$ cat src/rtl/iob_ctls_iter.sv
// Iterative count-leading/trailing-zeros/ones unit: scans a W-bit word C bits per clock
// behind valid/ready handshakes. Optional build macro: IOB_CTLS_ITER_EARLY_EXIT_EN.
module iob_ctls_iter #(
    parameter int W = 32,
    parameter int C = 8
) (
    input  logic                 clk_i,
    input  logic                 arst_i,
    input  logic                 cke_i,
    input  logic                 data_valid_i,
    output logic                 data_ready_o,
    input  logic [W-1:0]         data_i,
    input  logic [1:0]           mode_i,
    output logic                 count_valid_o,
    input  logic                 count_ready_i,
    output logic [$clog2(W):0]   count_o,
    output logic [1:0]           state_o
);

    localparam int N  = W / C;
    localparam int CW = $clog2(W) + 1;
    localparam int IW = (N > 1) ? $clog2(N) : 1;

    // Handshakes: a transfer happens on an enabled rising edge where valid and ready are both high.
    typedef enum logic [1:0] {
        IDLE = 2'd0,
        SCAN = 2'd1,
        DONE = 2'd2
    } state_t;

    state_t         state;
    logic [W-1:0]   data_q;
    logic [IW-1:0]  idx;
    logic [CW-1:0]  acc;
`ifndef IOB_CTLS_ITER_EARLY_EXIT_EN
    logic           found;
`endif

    logic [C-1:0]   chunk;
    logic [CW-1:0]  run;
    logic [CW-1:0]  acc_next;
    logic           chunk_all;
    logic           last;
    logic           finish;

    // The word is normalised at accept time so the scan always counts zeros from the LSB:
    // leading mode bit-reverses it, ones mode inverts it.
    function automatic logic [W-1:0] normalise(input logic [W-1:0] d, input logic [1:0] m);
        logic [W-1:0] r;
        r = d;
        if (m[0]) begin
            for (int i = 0; i < W; i++) r[i] = d[W-1-i];
        end
        if (m[1]) r = ~r;
        return r;
    endfunction

    function automatic logic [CW-1:0] trailing_zeros(input logic [C-1:0] c);
        logic [CW-1:0] n;
        logic          hit;
        n   = '0;
        hit = 1'b0;
        for (int i = 0; i < C; i++) begin
            if (c[i]) hit = 1'b1;
            else if (!hit) n = n + 1'b1;
        end
        return n;
    endfunction

    always_comb begin
        chunk     = data_q[C-1:0];
        run       = trailing_zeros(chunk);
        chunk_all = ~|chunk;
        last      = (idx == IW'(N - 1));
`ifdef IOB_CTLS_ITER_EARLY_EXIT_EN
        acc_next  = acc + run;
        finish    = !chunk_all || last;
`else
        // Once a non-symbol bit has been seen the run is over; later chunks add nothing.
        acc_next  = found ? acc : acc + run;
        finish    = last;
`endif
    end

    assign state_o = state;

    always_ff @(posedge clk_i or posedge arst_i) begin
        if (arst_i) begin
            state         <= IDLE;
            data_q        <= '0;
            idx           <= '0;
            acc           <= '0;
            data_ready_o  <= 1'b1;
            count_valid_o <= 1'b0;
            count_o       <= '0;
`ifndef IOB_CTLS_ITER_EARLY_EXIT_EN
            found         <= 1'b0;
`endif
        end else if (cke_i) begin
            case (state)
                IDLE: begin
                    if (data_valid_i && data_ready_o) begin
                        data_q       <= normalise(data_i, mode_i);
                        idx          <= '0;
                        acc          <= '0;
`ifndef IOB_CTLS_ITER_EARLY_EXIT_EN
                        found        <= 1'b0;
`endif
                        data_ready_o <= 1'b0;
                        state        <= SCAN;
                    end
                end
                SCAN: begin
                    acc <= acc_next;
                    if (finish) begin
                        count_o       <= acc_next;
                        count_valid_o <= 1'b1;
                        state         <= DONE;
                    end else begin
                        idx    <= idx + 1'b1;
                        data_q <= data_q >> C;
`ifndef IOB_CTLS_ITER_EARLY_EXIT_EN
                        found  <= found | !chunk_all;
`endif
                    end
                end
                DONE: begin
                    if (count_ready_i) begin
                        count_valid_o <= 1'b0;
                        data_ready_o  <= 1'b1;
                        state         <= IDLE;
                    end
                end
                default: begin
                    state <= IDLE;
                end
            endcase
        end
    end

endmodule
$ cat config.mk
export PLATFORM = sky130hd
export DESIGN_NAME = iob_ctls_iter
export DESIGN_NICKNAME = d
export VERILOG_FILES = /design/src/rtl/iob_ctls_iter.sv
export SDC_FILE = /design/constraint.sdc
export NUM_CORES = 1
export LEC_CHECK = 0
export BUFFER_PORTS_ARGS = -buffer_cell sky130_fd_sc_hd__buf_2
export CAP_MARGIN = 20
export CORE_MARGIN = 5
export CORE_UTILIZATION = 23
export CTS_BUF_LIST = sky130_fd_sc_hd__clkbuf_4
export DETAILED_ROUTE_END_ITERATION = 7
export PLACE_DENSITY_LB_ADDON = 0.25
export SYNTH_ARGS = -nofsm -noshare
export SYNTH_HDL_FRONTEND = slang
export SYNTH_SLANG_ARGS = --single-unit
export TNS_END_PERCENT = 5
$ cat constraint.sdc
create_clock -name clk_i -period 5.4 [get_ports clk_i]
set_input_delay 0.27 -clock clk_i [delete_from_list [all_inputs] [get_ports clk_i]]
set_output_delay 0.27 -clock clk_i [all_outputs]
set_load 0.005 [all_outputs]
==> Word level (Yosys, flattened, before mapping) <==
Cells that the tools add are included.
{ "totals": {"ff_bits": 51, "out_inout_bits": 10} }
{ "classes": {"mux": 48, "add_sub_neg": 9, "reduce_logical": 12, "bitwise": 2, "n_eq_ne": 7} }
{ "ops": {"columns": ["op", "n"], "rows": [
  ["$mux W32", 7],
  ["$mux W6", 16],
  ["$pmux W32 S2", 1],
  ["$add A6 B1 Y6 const B", 7],
  ["$not A32 Y32", 1],
  ["$reduce_and A4 Y1", 4],
  ["$mux W1", 13],
  ["$pmux W6 S2", 1],
  ["$mux W2", 5],
  ["$ne A2 B2 Y1 const B", 4],
  ["$reduce_or A8 Y1", 1],
  ["$add A6 B6 Y6", 1],
  ["$pmux W1 S2", 3],
  ["$pmux W2 S3", 1],
  ["$reduce_and A3 Y1", 2],
  ["$reduce_bool A2 Y1", 3],
  ["$eq A2 B2 Y1 const B", 2],
  ["$pmux W2 S2", 1],
  ["$add A2 B1 Y2 const B", 1],
  ["$eq A2 B1 Y1 const B", 1],
  ["$logic_not A2 Y1", 1],
  ["$logic_and A1 B1 Y1", 1],
  ["$or A1 B1 Y1", 1]
]} }

==> Depth between registers and ports, before layout <==
{ "depth": {"ltp_word": 25, "depth_mapped": 23, "depth_no_buf": 23} }

==> Worst setup path before layout <==
No wires, ideal clock.
{ "synth_timing": {"kind": "reg2reg", "startpoint": "register data_q[2]", "endpoint": "register acc[5]", "t_required_ps": 5279, "path_buffers": 0, "setup_ps": 121, "stages_incl_launch_ff": 23, "arrival_time_ps": 4239, "slack_ps": 1040, "cell_sequence": "dfrtp_1 -> inv_1 -> a21oi_1 -> nor2_1 -> ha_1 -> nand2b_1 -> a211o_2 -> inv_1 -> ha_1 -> nand2_1 -> o21ai_0 -> ha_1 -> or4b_2 -> o21ai_0 -> mux2_2 -> and4b_1 -> xor2_1 -> ha_1 -> o21ai_0 -> o21ai_0 -> o211ai_1 -> mux2_2 -> a22o_1"} }
{ "synth_between": {"elab_chain_len": 19, "elab_cells_between_ends": 24, "cone_classes": "add/sub: 6; mux: 18"} }
{ "synth_lines": {"columns": ["item", "line", "text"], "rows": [
  ["start, declared", "32", "logic [W-1:0] data_q;"],
  ["start signal, assigned", "103", "data_q <= normalise(data_i, mode_i);"],
  ["start signal, assigned", "121", "data_q <= data_q >> C;"],
  ["$mux W6", "64", "if (c[i]) hit = 1'b1;"],
  ["$add A6 B1 Y6", "65", "else if (!hit) n = n + 1'b1;"],
  ["$mux W6", "65", null],
  ["$mux W6", "64", null],
  ["$add A6 B1 Y6", "65", null],
  ["$mux W6", "65", null],
  ["$mux W6", "64", null],
  ["$add A6 B1 Y6", "65", null],
  ["[3 not listed]", null, null],
  ["$mux W6", "65", null],
  ["$mux W6", "64", null],
  ["$add A6 B1 Y6", "65", null],
  ["$mux W6", "65", null],
  ["$mux W6 *", "64", null],
  ["$add A6 B6 Y6 *", "80", "acc_next = found ? acc : acc + run;"],
  ["$mux W6 *", "80", null],
  ["$pmux W6 S2 *", "100", "case (state)"],
  ["end signal, assigned", "114", "acc <= acc_next;"],
  ["end, declared", "34", "logic [CW-1:0] acc;"]
]} }
Every way passes the cells marked *; elsewhere a longest branch is shown, timed or not.
A chain may end at the register's enable or synchronous reset.

==> Final worst setup path <==
Ends and elaborated chain as after synthesis.

==> flow_summary.ini <==
[status]
outcome = finished, final reports clean

[logic_synthesis]
avgSynthCellArea_um2 = 8.911
synth.top_cells.by_area = dfrtp_1, mux2i_1, a21oi_1, nor2_1, xor2_1
ys.flop_type = dfrtp_1
synth_nets = 428
synthCells = 378
synth.most_common_cell = nor2_1
async_flop_share = 1.000
synth_mux_area_frac = 0.1215
yosys.area.top_type = dfrtp_1
synth_compound_gate_area_share = 0.1735
synth_seq_cells = 51
synthTopCellsByCount = nor2_1, a21oi_1, dfrtp_1
synth_fa_ha_area_frac = 0.04309
yosys.area_share.simple = 0.1423
synthXorXnorAreaFrac = 0.1014
synth_area_um2 = 3368
yosysSeqAreaShare = 0.3793
synth_top_family_by_area = compound AO/OA/AOI/OAI gates
synth_edf_count = 0
synth_top_area_share = 0.3715
yosysUniqueCellTypes = 41
yosys_warnings = 0

[cts]
cts_resized = 0
htreeDepth = 2
clk_pin_slew_worst_paths_ps = 180
cts_sinks = 51
ctsHoldBuffers = 0
root_buffer = clkbuf_4
cts.path.max_buffers = 2
cts_buffers = 5
cts_tree = yes
cts_setup_buffers = 0
clock_latency_ps = 390

[worst_setup_path]
crit_chain = inv_1 -> a21oi_1 -> nor2_1 -> ha_1 -> nand2b_1 -> a211o_2 -> inv_1 -> ha_1 -> nand2_1 -> o21ai_0 -> ha_1 -> or4b_2 -> o21ai_0 -> mux2_2 -> and4b_1 -> xor2_1 -> ha_1 -> o21ai_0 -> o21ai_0 -> o211ai_1 -> mux2_2 -> a22o_1
critical_path_arrival_ps = 5030
cp_slowest_cell = or4b_2
cp_top_family = compound AO/OA/AOI/OAI gates
cp_max_fo = 6
endpoint_kind = register
cp-start-kind = register
path_class = register to register
cpPeakStageDelay_ps = 580
cp.buffers_inverters = 2
critPathRequiredTime_ps = 5690

[floorplan]
die-width_um = 131.0
dieHeight_um = 131.0
coreArea_um2 = 14420
ios = 49
start_util = 0.2335
rows = 44
fp.dieArea_um2 = 17160

[drt]
antenna_left = 0
drcViolationCount = 0
num_vias = 2683
wl_per_cell_um = 12.78
drt-initial-drc-count = 113
viasPerCell = 4.479
dr.pass1.iters = 6
finalWirelength_um = 7657

[placed_design]
dpl.hpwl_um = 5721
gp_congestion = 0.7772
port_buffers = 48

[sta]
min_period_ps = 4737
fin_crit_sh = 0.8772
tightest_slew_ps = 871.1
report.final.slew_viol_count = 0
hold_viol_final = 0
rsz0062_at_grt = no
setup_viol = 0
timing.fmax_mhz = 211.1
skew_ps = 22.54
slew_headroom = 0.4193
setup_tns_ps = 0

[layout]
area_growth_pct = 14.30
n_fill_cell = 1603
antenna_cells = 0
drive_gt1_frac = 0.1831
fin_util = 0.2669
nets = 464

[global_route]
antenna_found_initial = 0
grt_max_degree = 52
grt_pass1_wl_um = 13080
gr-total-overflow = 0
grt_pass1_vias = 2745
grt_usage = 0.09293

[worst_hold_path]
min_path_type = input port to asynchronous set/reset pin

[power]
vdd_drop_max_mv = 0.08528
p_leak_nw = 1.899
p_per_area_nw_per_um2 = 177.6

[job]
max_cap_violations = 0
[flip-flops by register name, indices dropped and copies added (netlist names)]
signal         count
count_o            6
count_valid_o      1
data_ready_o       1
found              1
acc                6
idx                2
state_o            2
data_q            32
[cell type report]
type / count / area [µm²] / share of cell area
sequential: 51 / 1277 / 0.3318
clock buffer: 5 / 37.54 / 0.009750
clock inverter: 3 / 27.53 / 0.007150
inverter: 11 / 41.29 / 0.01072
multi-input combinational: 293 / 1966 / 0.5106
timing repair buffer: 52 / 270.3 / 0.07020
tap: 184 / 230.2 / 0.05980
[final timing paths]
path / slack (ps) / depth (start not counted) / to / startpoint
max: 660 / 22 / acc[5] / data_q[2]
min: 30 / 3 / count_o[2] / arst_i
max reg2reg: 660 / 22 / acc[5] / data_q[2]
min reg2reg: 500 / 2 / count_o[1] / count_o[1]
max in group asynchronous: 4930 / 3 / data_q[0] / arst_i
min in group clk_i: 160 / 3 / data_ready_o / count_ready_i
[per-stage QoR]
stage                     area [µm²]  hold slack (ps)  instances  power (mW)  worst slack, ps
final                           3850            25.83        599      0.6839            663.2
after global routing            3850            75.04        599      0.7208            289.5
after detailed placement        3785            473.0        591      0.4960            721.5
after global placement          3785            459.6        591      0.4953            858.1
after CTS                       3850            39.89        599      0.6992            672.1
after floorplan                 3368            427.3        378      0.4620             1040
[placed cells by master, fill, tap and decap left out, drive strengths merged, types with 6 or more instances in the layout]
cell / Yosys / routed
inv: 11 / 12
a21oi: 61 / 61
xor2: 27 / 27
nand2: 15 / 15
o21ai: 13 / 13
nor2: 63 / 63
a22o: 13 / 13
buf: 4 / 52
dfrtp: 50 / 50
nor2b: 6 / 6
mux2i: 36 / 36
ha: 10 / 10
xnor2: 12 / 12
[where the power goes]
| part | total, mW | switching (mW) | leakage (nW) | internal (mW) |
|---|---|---|---|---|
| clock network | 0.197 | 0.142 | 0.0333 | 0.0550 |
| logic | 0.104 | 0.0596 | 1.17 | 0.0448 |
| registers | 0.382 | 0 | 0.699 | 0.382 |
[per-layer routing]
layer	routed length, µm	GRT usage
met1	3750	0.1279
met2	3498	0.1523
met5	0	0
met4	65	0.01815
met3	344	0.01829
[tightest hold or removal path: cells and delay by family]
family,cells,cell delay (ps)
buffers and inverters,3,630
[cell families after synthesis]
group	Yosys count
simple gates	104
compound gates	99
flops	51
mux	40
xor+xnor	39
buf+inv	34
fa+ha+maj	11
(Power assumes the default switching activity.)
